`config.mk`:
```
export PLATFORM = sky130hd
export DESIGN_NAME = cnu_ib_lut_bank_ram
export DESIGN_NICKNAME = d
export VERILOG_FILES = /design/src/rtl/cnu_ib_pkg.sv /design/src/rtl/cnu_ib_lut_bank.sv /design/src/rtl/cnu_ib_lut_bank_ram.sv
export SDC_FILE = /design/constraint.sdc
export NUM_CORES = 2
export LEC_CHECK = 0
export ABC_CLOCK_PERIOD_IN_PS = 3000
export BUFFER_PORTS_ARGS = -buffer_cell sky130_fd_sc_hd__buf_4
export CORE_UTILIZATION = 30
export CTS_CLUSTER_DIAMETER = 40
export DETAILED_ROUTE_END_ITERATION = 16
export PLACE_DENSITY = 0.52
export SYNTH_ARGS = -nofsm -noshare
export SYNTH_HDL_FRONTEND = slang
export SYNTH_HIERARCHICAL = 1
export SYNTH_SLANG_ARGS = --single-unit
```
`constraint.sdc`:
```
create_clock -name sys_clk -period 3 [get_ports sys_clk]
set_input_delay 0.15 -clock sys_clk [delete_from_list [all_inputs] [get_ports sys_clk]]
set_output_delay 0.15 -clock sys_clk [all_outputs]
set_load 0.01 [all_outputs]
```
`src/rtl/cnu_ib_pkg.sv`:
```
// ----------------------------------------------------------------------------
// cnu_ib_pkg
// Shared definitions for the check-node information-bottleneck LUT:
//   - default geometry (entry width, address width, depth, read channels)
//   - load FSM state encoding
//   - active_bank codes reported to the outside world
// ----------------------------------------------------------------------------
package cnu_ib_pkg;

    localparam int DEF_QUAN_SIZE = 4;
    localparam int DEF_IB_ADDR   = 8;
    localparam int DEF_RAM_DEPTH = 256;
    localparam int DEF_RD_CH     = 4;

    // Load FSM: idle, streaming the shadow bank, one-cycle completion
    typedef enum logic [1:0] {
        ST_IDLE = 2'd0,
        ST_LOAD = 2'd1,
        ST_DONE = 2'd2
    } ib_state_e;

    // Which table is currently serving reads
    localparam logic [1:0] BANK_ID = 2'b00;
    localparam logic [1:0] BANK_0  = 2'b01;
    localparam logic [1:0] BANK_1  = 2'b10;

endpackage

```
`src/rtl/cnu_ib_lut_bank.sv`:
```
// ----------------------------------------------------------------------------
// cnu_ib_lut_bank
// One LUT bank: a single synchronous write port and RD_CH asynchronous read
// ports. Contents are never reset; the top only exposes a bank once it has
// been completely written.
// Ports:
//   clk      write clock (rising edge)
//   wr_en    write strobe
//   wr_addr  write address
//   wr_data  write data
//   rd_addr  RD_CH packed read addresses, channel c at [c*IB_ADDR +: IB_ADDR]
//   rd_data  RD_CH packed read data, channel c at [c*QUAN_SIZE +: QUAN_SIZE]
// ----------------------------------------------------------------------------
module cnu_ib_lut_bank
    import cnu_ib_pkg::*;
#(
    parameter int QUAN_SIZE = DEF_QUAN_SIZE,
    parameter int IB_ADDR   = DEF_IB_ADDR,
    parameter int RAM_DEPTH = DEF_RAM_DEPTH,
    parameter int RD_CH     = DEF_RD_CH
) (
    input  logic                       clk,
    input  logic                       wr_en,
    input  logic [IB_ADDR-1:0]         wr_addr,
    input  logic [QUAN_SIZE-1:0]       wr_data,
    input  logic [RD_CH*IB_ADDR-1:0]   rd_addr,
    output logic [RD_CH*QUAN_SIZE-1:0] rd_data
);

    logic [QUAN_SIZE-1:0] mem [RAM_DEPTH];

    // Single write port, used only by the shadow-bank loader
    always_ff @(posedge clk) begin
        if (wr_en) begin
            mem[wr_addr] <= wr_data;
        end
    end

    // Combinational read ports; the top registers them
    for (genvar c = 0; c < RD_CH; c++) begin : g_rd
        assign rd_data[c*QUAN_SIZE +: QUAN_SIZE] = mem[rd_addr[c*IB_ADDR +: IB_ADDR]];
    end

endmodule

```
`src/rtl/cnu_ib_lut_bank_ram.sv`:
```
// ----------------------------------------------------------------------------
// cnu_ib_lut_bank_ram
// Multi-channel reconfigurable IB lookup table for the CNU. Reads are served
// from the active table (identity, bank0 or bank1) with a fixed one-cycle
// latency and are never stalled. The inactive (shadow) bank is streamed in via
// a valid/ready interface and swapped in atomically once complete.
// Ports:
//   sys_clk      clock, rising edge
//   rst          synchronous active-high reset
//   rd_en        per-channel read strobe
//   rd_addr      packed read addresses
//   rd_data      packed registered read data (holds when rd_en is low)
//   rd_valid     per-channel data valid
//   load_start   begin loading the shadow bank (IDLE only)
//   load_valid   load_data is valid
//   load_data    next LUT entry, ascending address order
//   load_ready   loader accepts load_data
//   load_done    one-cycle pulse when the shadow bank is complete
//   swap_req     make the complete shadow bank active
//   active_bank  00 identity, 01 bank0, 10 bank1
//   busy         high while loading
// ----------------------------------------------------------------------------
module cnu_ib_lut_bank_ram
    import cnu_ib_pkg::*;
#(
    parameter int QUAN_SIZE = DEF_QUAN_SIZE,
    parameter int IB_ADDR   = DEF_IB_ADDR,
    parameter int RAM_DEPTH = DEF_RAM_DEPTH,
    parameter int RD_CH     = DEF_RD_CH
) (
    input  logic                       sys_clk,
    input  logic                       rst,
    input  logic [RD_CH-1:0]           rd_en,
    input  logic [RD_CH*IB_ADDR-1:0]   rd_addr,
    output logic [RD_CH*QUAN_SIZE-1:0] rd_data,
    output logic [RD_CH-1:0]           rd_valid,
    input  logic                       load_start,
    input  logic                       load_valid,
    input  logic [QUAN_SIZE-1:0]       load_data,
    output logic                       load_ready,
    output logic                       load_done,
    input  logic                       swap_req,
    output logic [1:0]                 active_bank,
    output logic                       busy
);

    localparam logic [IB_ADDR:0] LAST_IDX = (IB_ADDR+1)'(RAM_DEPTH - 1);

    ib_state_e state;
    ib_state_e state_next;

    logic [IB_ADDR:0] load_cnt;
    logic             shadow_full;
    logic             shadow_sel;
    logic             swap_fire;
    logic             start_fire;
    logic             write_fire;
    logic             last_write;

    logic [RD_CH*QUAN_SIZE-1:0] bank0_rd;
    logic [RD_CH*QUAN_SIZE-1:0] bank1_rd;
    logic [QUAN_SIZE-1:0]       rd_next [RD_CH];

    // The shadow is whichever bank is not serving reads; bank1 only when
    // bank0 is active.
    assign shadow_sel = (active_bank == BANK_0);

    // A swap has priority over a simultaneous load_start and drops it
    assign swap_fire  = (state == ST_IDLE) && swap_req && shadow_full;
    assign start_fire = (state == ST_IDLE) && load_start && !swap_fire;
    assign write_fire = load_valid && load_ready;
    assign last_write = write_fire && (load_cnt == LAST_IDX);

    // FSM state register
    always_ff @(posedge sys_clk) begin
        if (rst) begin
            state <= ST_IDLE;
        end else begin
            state <= state_next;
        end
    end

    // FSM next-state logic
    always_comb begin
        state_next = state;
        case (state)
            ST_IDLE: if (start_fire) state_next = ST_LOAD;
            ST_LOAD: if (last_write) state_next = ST_DONE;
            ST_DONE: state_next = ST_IDLE;
            default: state_next = ST_IDLE;
        endcase
    end

    // FSM outputs, all decoded directly from the state
    always_comb begin
        load_ready = 1'b0;
        load_done  = 1'b0;
        busy       = 1'b0;
        case (state)
            ST_LOAD: begin
                load_ready = 1'b1;
                busy       = 1'b1;
            end
            ST_DONE: load_done = 1'b1;
            default: ;
        endcase
    end

    // Load counter, shadow-complete flag and active bank selection.
    // shadow_full is set on the final write so it is already high in DONE.
    always_ff @(posedge sys_clk) begin
        if (rst) begin
            load_cnt    <= '0;
            shadow_full <= 1'b0;
            active_bank <= BANK_ID;
        end else begin
            if (start_fire) begin
                load_cnt    <= '0;
                shadow_full <= 1'b0;
            end else if (write_fire) begin
                load_cnt <= load_cnt + 1'b1;
            end
            if (last_write) begin
                shadow_full <= 1'b1;
            end
            if (swap_fire) begin
                active_bank <= shadow_sel ? BANK_1 : BANK_0;
                shadow_full <= 1'b0;
            end
        end
    end

    cnu_ib_lut_bank #(
        .QUAN_SIZE (QUAN_SIZE),
        .IB_ADDR   (IB_ADDR),
        .RAM_DEPTH (RAM_DEPTH),
        .RD_CH     (RD_CH)
    ) u_bank0 (
        .clk     (sys_clk),
        .wr_en   (write_fire && !shadow_sel),
        .wr_addr (load_cnt[IB_ADDR-1:0]),
        .wr_data (load_data),
        .rd_addr (rd_addr),
        .rd_data (bank0_rd)
    );

    cnu_ib_lut_bank #(
        .QUAN_SIZE (QUAN_SIZE),
        .IB_ADDR   (IB_ADDR),
        .RAM_DEPTH (RAM_DEPTH),
        .RD_CH     (RD_CH)
    ) u_bank1 (
        .clk     (sys_clk),
        .wr_en   (write_fire && shadow_sel),
        .wr_addr (load_cnt[IB_ADDR-1:0]),
        .wr_data (load_data),
        .rd_addr (rd_addr),
        .rd_data (bank1_rd)
    );

    // Per-channel source select; identity returns the low address bits
    always_comb begin
        for (int c = 0; c < RD_CH; c++) begin
            rd_next[c] = rd_addr[c*IB_ADDR +: QUAN_SIZE];
            case (active_bank)
                BANK_0:  rd_next[c] = bank0_rd[c*QUAN_SIZE +: QUAN_SIZE];
                BANK_1:  rd_next[c] = bank1_rd[c*QUAN_SIZE +: QUAN_SIZE];
                default: ;
            endcase
        end
    end

    // Read output registers: one-cycle latency, data holds when not enabled.
    // Sampling active_bank before it updates makes swap-cycle reads see the
    // old table.
    always_ff @(posedge sys_clk) begin
        if (rst) begin
            rd_data  <= '0;
            rd_valid <= '0;
        end else begin
            rd_valid <= rd_en;
            for (int c = 0; c < RD_CH; c++) begin
                if (rd_en[c]) begin
                    rd_data[c*QUAN_SIZE +: QUAN_SIZE] <= rd_next[c];
                end
            end
        end
    end

endmodule
```
==> results_dict.tcl <==
set metrics [dict create \
    status "finished, violations left" \
    violations "negative setup slack" \
    slowest_delay_ns 0.70 \
    regArea_mm2 0.0622 \
    areaGrowthSynthToFinish_pct 29.8 \
    grt_max_degree 130 \
    port_buffers 69 \
    grt_pass1_wl_um 853000 \
    cp_num_buf_inv 2 \
    slowest_stage "a211oi_1" \
    grt_overflow 0 \
    drtPass1Iterations 8 \
    drt_iter0_drc 14100 \
    relSlewSlack_pct 14.9 \
    drc 0 \
    avgSynthCellArea_um2 15.4 \
    grt_pass1_vias 106000 \
    placementRows 244 \
    ir_drop_v 0.000452 \
    clkSinkCount 2082 \
    clk_pin_slew_ns 0.05 \
    power_uw 86700 \
    die-area_mm2 0.448 \
    final_common_cell "buf_4" \
    async_reset_ff_share_pct 0 \
    max_freq_mhz 294 \
    cts_tree "yes" \
    antenna_found_initial 32 \
    avgViaCountPerCell 6.27 \
    worst_slack_ns -0.397 \
    htreeDepth 5 \
    slew_violations 0 \
    synth-edff-count 2048 \
    final_cell_mix "buf_4, edfxtp_1, mux4_2, mux2i_1, nor2_1" \
    n_fill_cell 40700 \
    switching_share_pct 27.7 \
    synth_nets 8738 \
    num_vias 106000 \
    synth_seq_cells 2082 \
    yosysUniqueCellTypes 70 \
    syn_area_mm2 0.134 \
    min_to "rd_valid[0]$_SDFF_PP0_" \
    rsz0062_at_grt "true" \
    critPathArrivalTime_ns 4.28 \
    power.leakage_uw 0.0597 \
    yosysSeqAreaShare_pct 46.6 \
    nets 10700 \
    grt.total_usage_pct 26.9 \
    clock_skew_ns 0.0500 \
    required_ns 3.88 \
    tightestPinTransition_ns 1.27 \
    comb_power_share_pct 14.6 \
    min_from "rd_en[0]" \
    place_hpwl_um 452000 \
    setup_viol 15 \
    min_period_ns 3.40 \
    fin_setup_tns_ns -2.20 \
    yosys_warnings 6 \
    p_per_area_mw_per_mm2 500 \
    pwr-share-clk_pct 48.5 \
    r2r-start "u_bank1/mem[68][3]$_DFFE_PP_" \
    r2r-end "rd_data[3]$_SDFFE_PP0P_" \
    cts-buffers-inserted 354 \
    die_w_um 669 \
    wirelength_um 618000 \
    hold_path.class "input port to flip-flop" \
    start_kind "flip-flop" \
    clock_path_buffers 4 \
    wl_per_cell_um 36.7 \
    die_h_um 669 \
    cp_cell_sequence "buf_4, mux4_2, mux4_2, a211oi_1, buf_4, o311ai_4, a221o_1, nand3_4, a21oi_1" \
    synth-main-ff-cell "edfxtp_1" \
    p_switching_uw 24000 \
    seq_power_share_pct 36.9 \
    hold_depth 3 \
    ios 70 \
    cts-root-buf "clkbuf_16" \
    cp_top_family "compound AO/OA/AOI/OAI gates" \
    critical_path_class "flip-flop to flip-flop" \
    final_hold_viol_count 0 \
    r2r_slack_ns -0.40 \
    p_int_uw 62700 \
    gp_congestion 0.997 \
    initial_utilization_pct 30.2 \
    ant_nets 0 \
    crit_fanout 3 \
    clock_latency_ns 1.02 \
    coreArea_mm2 0.442 \
    max_cap_violations 0 \
    drive_gt1_share_pct 47.3 \
    ff2ff_path_depth 9 \
    period_share_pct 113 \
    multiInputGateArea_mm2 0.0689 \
    endpoint_kind "flip-flop" \
    synth_cells 8689 \
]
==> sequential cells by signal, indices dropped and copies added, names as in the netlist <==
name,count
state,2
rd_data,16
load_cnt,9
rd_valid,4
u_bank1/mem,1024
active_bank,2
shadow_full,1
u_bank0/mem,1024
==> repair_timing <==
| item | CTS | global route |
|---|---|---|
| hold endpoints to repair | 1317 | 0 |
| pin swaps | 94 | 63 |
| resized for setup | 258 | 105 |
| setup buffers | 26 | 22 |
| endpoints found under the setup margin | 53 | 24 |
| hold buffers | 22 | 0 |
==> routing by layer <==
layer	track usage, %	vias to the layer above	routed length, µm
met4	15.2	24	40800
li1	-	41400	-
met3	6.79	1620	65700
met1	34.2	55200	230000
met2	41.9	7480	281000
met5	0.387	-	379
==> cell usage after synthesis, types with 30 or more instances <==
| library cell | number | area [µm²] |
|---|---|---|
| nor3_1 | 109 | 546 |
| buf_1 | 100 | 375 |
| nand4_1 | 37 | 231 |
| buf_2 | 207 | 1040 |
| edfxtp_1 | 2048 | 61500 |
| o221ai_1 | 272 | 2380 |
| a2111oi_0 | 38 | 333 |
| nand2b_1 | 65 | 407 |
| or3_1 | 31 | 194 |
| a211oi_1 | 90 | 676 |
| mux2_2 | 74 | 833 |
| a21oi_1 | 301 | 1510 |
| buf_4 | 155 | 1160 |
| nand3_1 | 137 | 686 |
| mux2i_1 | 994 | 9950 |
| nor4_1 | 30 | 188 |
| nand2_1 | 317 | 1190 |
| a22oi_1 | 84 | 631 |
| buf_6 | 32 | 360 |
| o21ai_0 | 111 | 556 |
| clkbuf_1 | 365 | 1370 |
| o32ai_1 | 66 | 578 |
| nor2_1 | 647 | 2430 |
| mux4_2 | 1758 | 39600 |
| o22ai_1 | 244 | 1530 |
| nor2b_1 | 64 | 400 |
| dfxtp_1 | 34 | 681 |
==> through the flow <==
step                      hold slack (ns)  setup slack, ns  cells  util (%)  cell area (µm²)
after floorplan                     0.249            0.171   8689         -           134000
after global routing               0.0445           -0.351  16800      39.2           173000
after CTS                        0.000828           -0.408  16800      39.0           173000
after global placement              0.449            -1.53  16100      35.8           159000
final                              0.0489           -0.397  16800      39.2           173000
after detailed placement            0.464            -1.40  16100      35.8           159000
==> worst reg2reg max path, cell delays in order (launching register included) <==
cell	delay, ns
edfxtp_1	0.46
buf_4	0.18
mux4_2	0.45
mux4_2	0.56
a211oi_1	0.70
buf_4	0.24
o311ai_4	0.13
a221o_1	0.37
nand3_4	0.14
a21oi_1	0.08
==> worst max path at each step <==
stage	start	end	slack, ns	cells past startpoint
floorplan	rd_addr[8]	rd_data[4]$_SDFFE_PP0P_	0.17	14
global placement	rd_addr[24]	rd_data[14]$_SDFFE_PP0P_	-1.53	16
detailed placement	rd_addr[24]	rd_data[14]$_SDFFE_PP0P_	-1.40	16
CTS	u_bank0/mem[152][3]$_DFFE_PP_	rd_data[3]$_SDFFE_PP0P_	-0.41	14
global route	u_bank0/mem[146][3]$_DFFE_PP_	rd_data[3]$_SDFFE_PP0P_	-0.35	14
finish	u_bank1/mem[68][3]$_DFFE_PP_	rd_data[3]$_SDFFE_PP0P_	-0.40	9
==> layout make-up <==
class                      instances  share of cell area, %
antenna                           20                 0.0289
clock buffer                     377                   5.21
clock inverter                   281                   1.91
inverter                          26                 0.0578
multi-input combinational       5722                   39.8
sequential                      2082                   35.9
tap                             5904                   4.26
timing repair buffer            2435                   12.9
==> power by group through the flow <==
| stage | logic (µW) | clock network [µW] | registers (µW) |
|---|---|---|---|
| 2_1_floorplan | 5990 | 0 | 32600 |
| 3_3_place_gp | 12000 | 0 | 32600 |
| 3_5_place_dp | 12000 | 0 | 32600 |
| 4_1_cts | 12300 | 42600 | 32000 |
| 5_1_grt | 12900 | 43700 | 32000 |
| 6_report | 12700 | 42000 | 32000 |
==> cell families (layout without fill, tap and decap cells) <==
family / Yosys count / count (layout) / share of synthesized area [%]
flip-flops: 2082 / 2082 / 46.6
AO/OA/AOI/OAI: 1384 / 1384 / 7.25
buffers and inverters: 885 / 3119 / 3.30
adder cells (fa/ha/maj): 4 / 4 / 0.0375
AND/OR/NAND/NOR: 1499 / 1499 / 5.03
other: 0 / 20 / 0
XOR/XNOR: 1 / 1 / 0.00656
multiplexers: 2834 / 2834 / 37.8
No activity file was read; power rests on OpenSTA's default activity.
